**src/rtl/adder_share_arb_pkg.sv**
```systemverilog
// Shared definitions for the shared-adder arbiter: FSM encoding, default
// widths and a small index-width helper.
package adder_share_arb_pkg;

    localparam int ADD_W          = 4;
    localparam int SUM_W          = ADD_W + 1;
    localparam int N_REQ_DEF      = 4;
    localparam int SETTLE_DEF     = 2;

    typedef enum logic [1:0] {
        ST_IDLE   = 2'd0,
        ST_SETTLE = 2'd1,
        ST_RESP   = 2'd2
    } arb_state_e;

    // Bits needed to index n items; never less than one so ports stay legal.
    function automatic int idx_w(input int n);
        return (n <= 2) ? 1 : $clog2(n);
    endfunction

endpackage

```
**src/rtl/adder_share_arb_rr_pick.sv**
```systemverilog
// Combinational round-robin picker. Searches last+1, last+2, ... with
// wrap-around and returns the first requester found.
module rr_pick
    import adder_share_arb_pkg::*;
#(
    parameter int N_REQ = N_REQ_DEF,
    parameter int IDX_W = idx_w(N_REQ)
) (
    input  logic [N_REQ-1:0] req,
    input  logic [IDX_W-1:0] last,
    output logic [N_REQ-1:0] winner_oh,
    output logic [IDX_W-1:0] winner_idx,
    output logic             valid
);

    logic [IDX_W-1:0] cand;

    // Walk the requesters starting just after the previous winner.
    always_comb begin
        winner_oh  = '0;
        winner_idx = '0;
        valid      = 1'b0;
        cand       = '0;
        for (int k = 1; k <= N_REQ; k++) begin
            cand = IDX_W'((int'(last) + k) % N_REQ);
            if (!valid && req[cand]) begin
                valid      = 1'b1;
                winner_idx = cand;
            end
        end
        if (valid) begin
            winner_oh[winner_idx] = 1'b1;
        end
    end

endmodule

```
**src/rtl/adder_share_arb.sv**
```systemverilog
// Round-robin arbiter that time-shares one combinational adder between
// N_REQ requesters: grant, hold operands for SETTLE_CYCLES, capture sum,
// pulse done for one cycle.
//
//   state     | meaning
//   ----------+-------------------------------------------------------
//   ST_IDLE   | no transaction; operands from last grant still driven
//   ST_SETTLE | operands held on the adder, waiting for the sum to settle
//   ST_RESP   | sum captured, done pulsing for the granted requester
module adder_share_arb
    import adder_share_arb_pkg::*;
#(
    parameter int N_REQ         = N_REQ_DEF,
    parameter int W             = ADD_W,
    parameter int SETTLE_CYCLES = SETTLE_DEF
) (
    input  logic               clk,
    input  logic               rst,
    input  logic [N_REQ-1:0]   req,
    input  logic [N_REQ*W-1:0] op_a,
    input  logic [N_REQ*W-1:0] op_b,
    output logic [W-1:0]       add_a,
    output logic [W-1:0]       add_b,
    input  logic [W:0]         add_sum,
    output logic [N_REQ-1:0]   gnt,
    output logic [N_REQ-1:0]   done,
    output logic [W:0]         rsp_sum,
    output logic               busy
);

    localparam int IDX_W = idx_w(N_REQ);
    localparam int CNT_W = idx_w(SETTLE_CYCLES);
    localparam logic [CNT_W-1:0] CNT_LAST = CNT_W'(SETTLE_CYCLES - 1);
    localparam logic [IDX_W-1:0] LAST_RST = IDX_W'(N_REQ - 1);

    arb_state_e       state_q;
    logic [N_REQ-1:0] gnt_q;
    logic [N_REQ-1:0] done_q;
    logic [W-1:0]     add_a_q;
    logic [W-1:0]     add_b_q;
    logic [W:0]       rsp_sum_q;
    logic [CNT_W-1:0] cnt_q;
    logic [IDX_W-1:0] last_q;

    logic [N_REQ-1:0] pick_oh;
    logic [IDX_W-1:0] pick_idx;
    logic             pick_valid;
    logic [W-1:0]     sel_a_d;
    logic [W-1:0]     sel_b_d;

    rr_pick #(
        .N_REQ (N_REQ),
        .IDX_W (IDX_W)
    ) u_pick (
        .req        (req),
        .last       (last_q),
        .winner_oh  (pick_oh),
        .winner_idx (pick_idx),
        .valid      (pick_valid)
    );

    // Operand slices of the requester the picker currently favours.
    always_comb begin
        sel_a_d = op_a[int'(pick_idx)*W +: W];
        sel_b_d = op_b[int'(pick_idx)*W +: W];
    end

    // Sequencer: grant, settle, capture, respond. Reset wins over everything,
    // so a transaction cut short by reset never reaches the done pulse.
    always_ff @(posedge clk) begin
        if (rst) begin
            state_q   <= ST_IDLE;
            gnt_q     <= '0;
            done_q    <= '0;
            add_a_q   <= '0;
            add_b_q   <= '0;
            rsp_sum_q <= '0;
            cnt_q     <= '0;
            last_q    <= LAST_RST;
        end else begin
            done_q <= '0;
            case (state_q)
                ST_IDLE: begin
                    if (pick_valid) begin
                        gnt_q   <= pick_oh;
                        add_a_q <= sel_a_d;
                        add_b_q <= sel_b_d;
                        last_q  <= pick_idx;
                        cnt_q   <= '0;
                        state_q <= ST_SETTLE;
                    end
                end
                ST_SETTLE: begin
                    if (cnt_q == CNT_LAST) begin
                        rsp_sum_q <= add_sum;
                        done_q    <= gnt_q;
                        gnt_q     <= '0;
                        state_q   <= ST_RESP;
                    end else begin
                        cnt_q <= cnt_q + 1'b1;
                    end
                end
                ST_RESP: begin
                    state_q <= ST_IDLE;
                end
                default: begin
                    state_q <= ST_IDLE;
                end
            endcase
        end
    end

    assign add_a   = add_a_q;
    assign add_b   = add_b_q;
    assign gnt     = gnt_q;
    assign done    = done_q;
    assign rsp_sum = rsp_sum_q;
    assign busy    = (state_q != ST_IDLE);

endmodule

```
**config.mk**
```make
export PLATFORM = sky130hd
export DESIGN_NAME = adder_share_arb
export DESIGN_NICKNAME = d
export VERILOG_FILES = /design/src/rtl/adder_share_arb_pkg.sv /design/src/rtl/adder_share_arb_rr_pick.sv /design/src/rtl/adder_share_arb.sv
export SDC_FILE = /design/constraint.sdc
export NUM_CORES = 1
export LEC_CHECK = 0
export BUFFER_PORTS_ARGS = -buffer_cell sky130_fd_sc_hd__buf_2
export CELL_PAD_IN_SITES_DETAIL_PLACEMENT = 1
export CELL_PAD_IN_SITES_GLOBAL_PLACEMENT = 2
export CORE_MARGIN = 3
export CORE_UTILIZATION = 27
export DETAILED_ROUTE_END_ITERATION = 7
export PLACE_DENSITY_LB_ADDON = 0.1
export REMOVE_ABC_BUFFERS = 1
export SETUP_SLACK_MARGIN = 0.1
export SLEW_MARGIN = 25
export SYNTH_ARGS = -nofsm -noshare
export SYNTH_HDL_FRONTEND = slang
export SYNTH_SLANG_ARGS = --single-unit
```
**constraint.sdc**
```tcl
create_clock -name clk -period 2.9 [get_ports clk]
set_input_delay 0.29 -clock clk [delete_from_list [all_inputs] [get_ports clk]]
set_output_delay 0.29 -clock clk [all_outputs]
set_load 0.03 [all_outputs]
```
Word level (Yosys, flattened, before mapping) --
Index checks and enable logic that the tools add are counted. W data, S select, Z words.
Operators by class: add/sub/neg operators 5, multipliers 0, div/mod/pow operators 0, magnitude comparators 6, equal/unequal tests 3, shift-type cells 2, multiplexer cells 27, bitwise operators 2, reductions and logical operators 16
Operators by type and width (count):
- $shiftx A16 B5 Y4 | 2
- $lt A2 B3 Y1 const B | 5
- $mux W2 | 6
- $mux W1 | 11
- $bmux W1 S2 | 4
- $mux W4 | 2
- $pmux W4 S2 | 1
- $reduce_and A2 Y1 | 4
- $add A2 B1 Y2 const B | 2
- $add A2 B2 Y2 const B | 2
- $logic_and A1 B1 Y1 | 4
- $ne A2 B2 Y1 const B | 2
- $pmux W2 S2 | 1
- $reduce_bool A2 Y1 | 2
- $logic_not A1 Y1 | 3
- $reduce_and A3 Y1 | 1
- $reduce_or A3 Y1 | 1
- $demux W1 S2 | 1
- $eq A2 B1 Y1 const B | 1
- $ge A2 B1 Y1 const B | 1
- $logic_not A2 Y1 | 1
- $not A1 Y1 | 2
- $pmux W1 S2 | 1
- $add A1 B1 Y1 const B | 1
Storage, ports and cells: flip-flop bits (word level) 26, latch bits 0, RAM bits 0, memory bits (read-only) 0, output and inout port bits 22, word-level logic and storage cells 69, memories 0

Logic depth before layout (Yosys ltp) --
word-level depth 19, mapped depth 7

Hierarchy --
From an unflattened synthesis, not the netlist that was laid out.
Second synthesis, totals: cell total of the unflattened synthesis 143, area total of the unflattened synthesis 1322.5 um2
By module, submodules not included:
- adder_share_arb | instances 1, cells an instance 109, area each 1099.8 um2
- rr_pick | instances 1, cells an instance 34, area each 222.7 um2

Worst setup path after synthesis --
Ideal clock, no wire load.
path kind flip-flop to flip-flop, start point reg last_q[1], end point reg add_a_q[0], in the netlist add_a[0], setup time 122 ps, data arrival time 1558 ps, data required time 2778 ps, slack 1221 ps, cell stages (with the launch flop) 8, path buffers 2, period minus slack after synthesis 1679 ps, cell sequence dfxtp_1 -> buf_4 -> nand2_1 -> a31oi_1 -> o211ai_1 -> buf_4 -> mux2_1 -> a221o_1
Between the ends: cells in the longest elaborated chain, start to end 14, elaborated cells on any way between the ends 28
Ends and longest elaborated chain:
- from (decl) | RTL line adder_share_arb.sv:43 | logic [IDX_W-1:0] last_q;
- from (signal assigned) | RTL line adder_share_arb.sv:88 | last_q <= pick_idx;
- $add A2 B1 Y2 | RTL line adder_share_arb_rr_pick.sv:25 | cand = IDX_W'((int'(last) + k) % N_REQ);
- $bmux W1 S2 | RTL line adder_share_arb_rr_pick.sv:26 | if (!valid && req[cand]) begin
- $mux W1 (implied by the code) | RTL line adder_share_arb_rr_pick.sv:26
- $mux W1 | RTL line adder_share_arb_rr_pick.sv:26
- $logic_not A1 Y1 | RTL line adder_share_arb_rr_pick.sv:26
- $logic_and A1 B1 Y1 | RTL line adder_share_arb_rr_pick.sv:26
- $mux W1 | RTL line adder_share_arb_rr_pick.sv:26
- $logic_not A1 Y1 | RTL line adder_share_arb_rr_pick.sv:26
- $logic_and A1 B1 Y1 | RTL line adder_share_arb_rr_pick.sv:26
- $mux W1 | RTL line adder_share_arb_rr_pick.sv:26
- $logic_not A1 Y1 | RTL line adder_share_arb_rr_pick.sv:26
- $logic_and A1 B1 Y1 | RTL line adder_share_arb_rr_pick.sv:26
- $mux W2 / $mux W1 (equally long branches) | RTL line adder_share_arb_rr_pick.sv:26
- $shiftx A16 B5 Y4 / $reduce_and A2 Y1 (equally long branches)
- to (signal assigned) | RTL line adder_share_arb.sv:86 | add_a_q <= sel_a_d;
- to (decl) | RTL line adder_share_arb.sv:39 | logic [W-1:0] add_a_q;
Several ways; a longest one is shown, not always the timed one. The select of a mux whose other input is x is not followed. A chain may end at the register's enable or synchronous reset.

Worst setup path in the final report --
Same ends and word-level chain as after synthesis.

==> impl_metrics.ini <==
[run_status]
run_status = finished, final reports clean

[timing]
rsz0062_at_grt = no
post-route-period-util_pct = 64.7
totalNegativeSetupSlack_ns = 0
drv_slew = 0
finalSetupViolations = 0
maxSlewHeadroom_pct = 49.1
holdWs_ns = 0.245
tightestPinTransition_ns = 0.761
min_period_ns = 1.88
fmax_ghz = 0.533
finalClockSkew_ns = 0.00961
final_hold_viol_count = 0

[clock_tree]
hold_buffers = 0
cts_root_buf = sky130_fd_sc_hd__clkbuf_8
clock_insertion_delay_worst_skew_ns = 0.27
tritoncts = built
post_cts.resized_instances = 0
clk_path_buf_depth = 2
htree_levels = 1
cts.repair_timing.setup_buffer_count = 0
clkSlewWorstSetupHoldPaths_ns = 0.10
tritoncts.num_buffers = 3
cts.sink_count = 26

[power]
power.density_cell_area_nw_per_um2 = 574
max-vdd-ir-drop_mv = 0.267
power.leakage_nw = 0.791
total_power_mw = 0.951

[setup_path]
worst-setup-path-type = flop to flop
worstPathMaxFanout = 21
reg2reg_from = last_q[1]
startpoint_type = flop
required_ns = 3.06
r2r_slack_ns = 1.02
cp-end-kind = flop
timing.critical_path.arrival_ns = 2.03
r2r_cells = 6
timing.rr.end = add_a[0]
last_element_of_the_critical_path = add_a[0]
critical_path.startpoint = last_q[1]

[die]
dieArea_sq_um = 5410
floorplan.die.width_um = 73.5
floorplan.initialDensity_pct = 29.3
num_rows = 23
boundaryPins = 65
core_sq_um = 4200
floorplan.die.height_um = 73.5

[yosys]
synth_seq_cells = 26
syn_inst = 122
library_cell_occupying_the_most_area_in_the_post_synthesis_netlist = sky130_fd_sc_hd__dfxtp_1
mappedNetlistArea_sq_um = 1230
synth_top_cells_by_area = sky130_fd_sc_hd__dfxtp_1, sky130_fd_sc_hd__mux2_1, sky130_fd_sc_hd__a221o_1, sky130_fd_sc_hd__mux2i_1, sky130_fd_sc_hd__nor3b_1
synth_top_cell_area_share_pct = 42.3
syn_avg_cell_area_sq_um = 10.1
ys_seq_area_share_pct = 42.3
yosys_warnings = 0
netlist-cell-type-count = 30

[placement]
dpl.cell_count = 230
detailedPlacementHpwl_mm = 2.64
numPortBuffers = 64
gp_routability_congestion = 0.765

[layout]
most-common-layout-cells = sky130_fd_sc_hd__buf_2, sky130_fd_sc_hd__dfxtp_1, sky130_fd_sc_hd__mux2_1
layout.nets = 228
num_antenna_cells = 0
layout_cell_share_with_drive_strength_beyond_1_pct = 39.7
layout.cells.most_common = sky130_fd_sc_hd__buf_2
area_growth_from_synthesis_to_layout_pct = 34.6
final_non_filler_cells = 234

[global_route]
maximum_number_of_pins_on_one_net_before_global_route_repair = 25
grt_overflow = 0
grt_pass1_wl_mm = 5.50
grt_antenna_before_repair = 0
grt_pass1_vias = 1213
groute.usage.overall_pct = 13.1

[routing]
drt-wirelength-per-cell_um = 14.6
dr.pass1.iters = 4
vias = 1165
drt-total-wl_mm = 3.42
vias_per_cell = 4.98
detail_route.drc_violations = 0
detail_route.iter0.violations = 17
detail-route-antenna-nets = 0

[min_path]
worstHoldPathType = primary input to flop

[job]
maxCapViolCount = 0
## metrics by stage
| stage | setup WS [ns] | util, % | instance area [sq um] |
|---|---|---|---|
| after CTS | 0.981 | 39.4 | 1660 |
| after global routing | 0.878 | 39.4 | 1660 |
| after global placement | 0.915 | 37.7 | 1590 |
| final | 1.02 | 39.4 | 1660 |
| after detailed placement | 0.876 | 37.7 | 1590 |
| after floorplan | 0.549 | - | 1190 |
## layout make-up
cell class	count	area [sq um]
repair buffers	65	328
flip-flops and latches	26	520
well taps	50	62.6
fillers	507	2540
clock inverters	1	30.0
multi-input cells	88	671
clock buffers	3	41.3
inverters	1	3.75
## layer usage
layer  up-vias  GRT usage, %  wire length [um]
met5         -             0                 0
met4         0          3.62                34
met3         5          3.42               211
met2        34          23.6              1720
met1       554          15.0              1450
li1        572             -                 -
## logic make-up (layout without fill, tap and decap cells)
logic type | after synthesis | in the layout | share of synthesized area [%]
DFF | 26 | 26 | 42.3
buffers and inverters | 8 | 70 | 3.25
and+or+nand+nor | 42 | 42 | 19.8
AOI/OAI and AO/OA | 24 | 24 | 15.1
muxes | 22 | 22 | 19.5
## cell usage after synthesis
master / number
sky130_fd_sc_hd__nand2b_1: 3
sky130_fd_sc_hd__o21ai_0: 2
sky130_fd_sc_hd__buf_2: 2
sky130_fd_sc_hd__or2_1: 2
sky130_fd_sc_hd__o22a_1: 1
sky130_fd_sc_hd__nor3b_1: 8
sky130_fd_sc_hd__dfxtp_1: 26
sky130_fd_sc_hd__nand3_1: 6
sky130_fd_sc_hd__nor2b_1: 1
sky130_fd_sc_hd__nand3b_1: 1
sky130_fd_sc_hd__o21a_1: 1
sky130_fd_sc_hd__a31oi_1: 1
sky130_fd_sc_hd__or3_1: 2
sky130_fd_sc_hd__mux2_1: 14
sky130_fd_sc_hd__a211o_1: 2
sky130_fd_sc_hd__buf_4: 2
sky130_fd_sc_hd__o211ai_1: 2
sky130_fd_sc_hd__nor4_1: 1
sky130_fd_sc_hd__nor2_1: 10
sky130_fd_sc_hd__a2111oi_0: 1
sky130_fd_sc_hd__nand2_1: 2
sky130_fd_sc_hd__a21oi_1: 5
sky130_fd_sc_hd__a221o_1: 8
sky130_fd_sc_hd__and2_1: 4
sky130_fd_sc_hd__a21boi_0: 1
sky130_fd_sc_hd__inv_1: 1
sky130_fd_sc_hd__mux2i_1: 6
sky130_fd_sc_hd__mux2_2: 2
sky130_fd_sc_hd__nor3_2: 2
sky130_fd_sc_hd__clkbuf_1: 3
## worst min-delay path by stage
stage               start         end  slack, ns  cells past startpoint
2_1_floorplan         rst       cnt_q       0.36                      1
3_3_place_gp        cnt_q  state_q[0]       0.47                      1
3_5_place_dp        cnt_q  state_q[0]       0.48                      1
4_1_cts        add_sum[4]  rsp_sum[4]       0.24                      3
5_1_grt        add_sum[1]  rsp_sum[1]       0.25                      3
6_report       add_sum[4]  rsp_sum[4]       0.24                      3
## sequential cells by signal (all words and copies together) (netlist names)
register / cells
add_a: 4
add_b: 4
cnt_q: 1
done: 4
gnt: 4
last_q: 2
rsp_sum: 5
state_q: 2
## worst max-delay path, cell delays in order, from the launching register on
cell	delay, ns
sky130_fd_sc_hd__dfxtp_1	0.46
sky130_fd_sc_hd__nand2_1	0.10
sky130_fd_sc_hd__a31oi_1	0.17
sky130_fd_sc_hd__o211ai_1	0.12
sky130_fd_sc_hd__buf_4	0.23
sky130_fd_sc_hd__mux2_1	0.34
sky130_fd_sc_hd__a221o_1	0.35
## power breakdown
group / switching (mW) / leakage [nW] / internal [mW]
Combinational: 0.142 / 0.542 / 0.104
Clock: 0.114 / 0.0357 / 0.185
Sequential: 0.0193 / 0.213 / 0.387
Power figures use the tool's default switching activity.
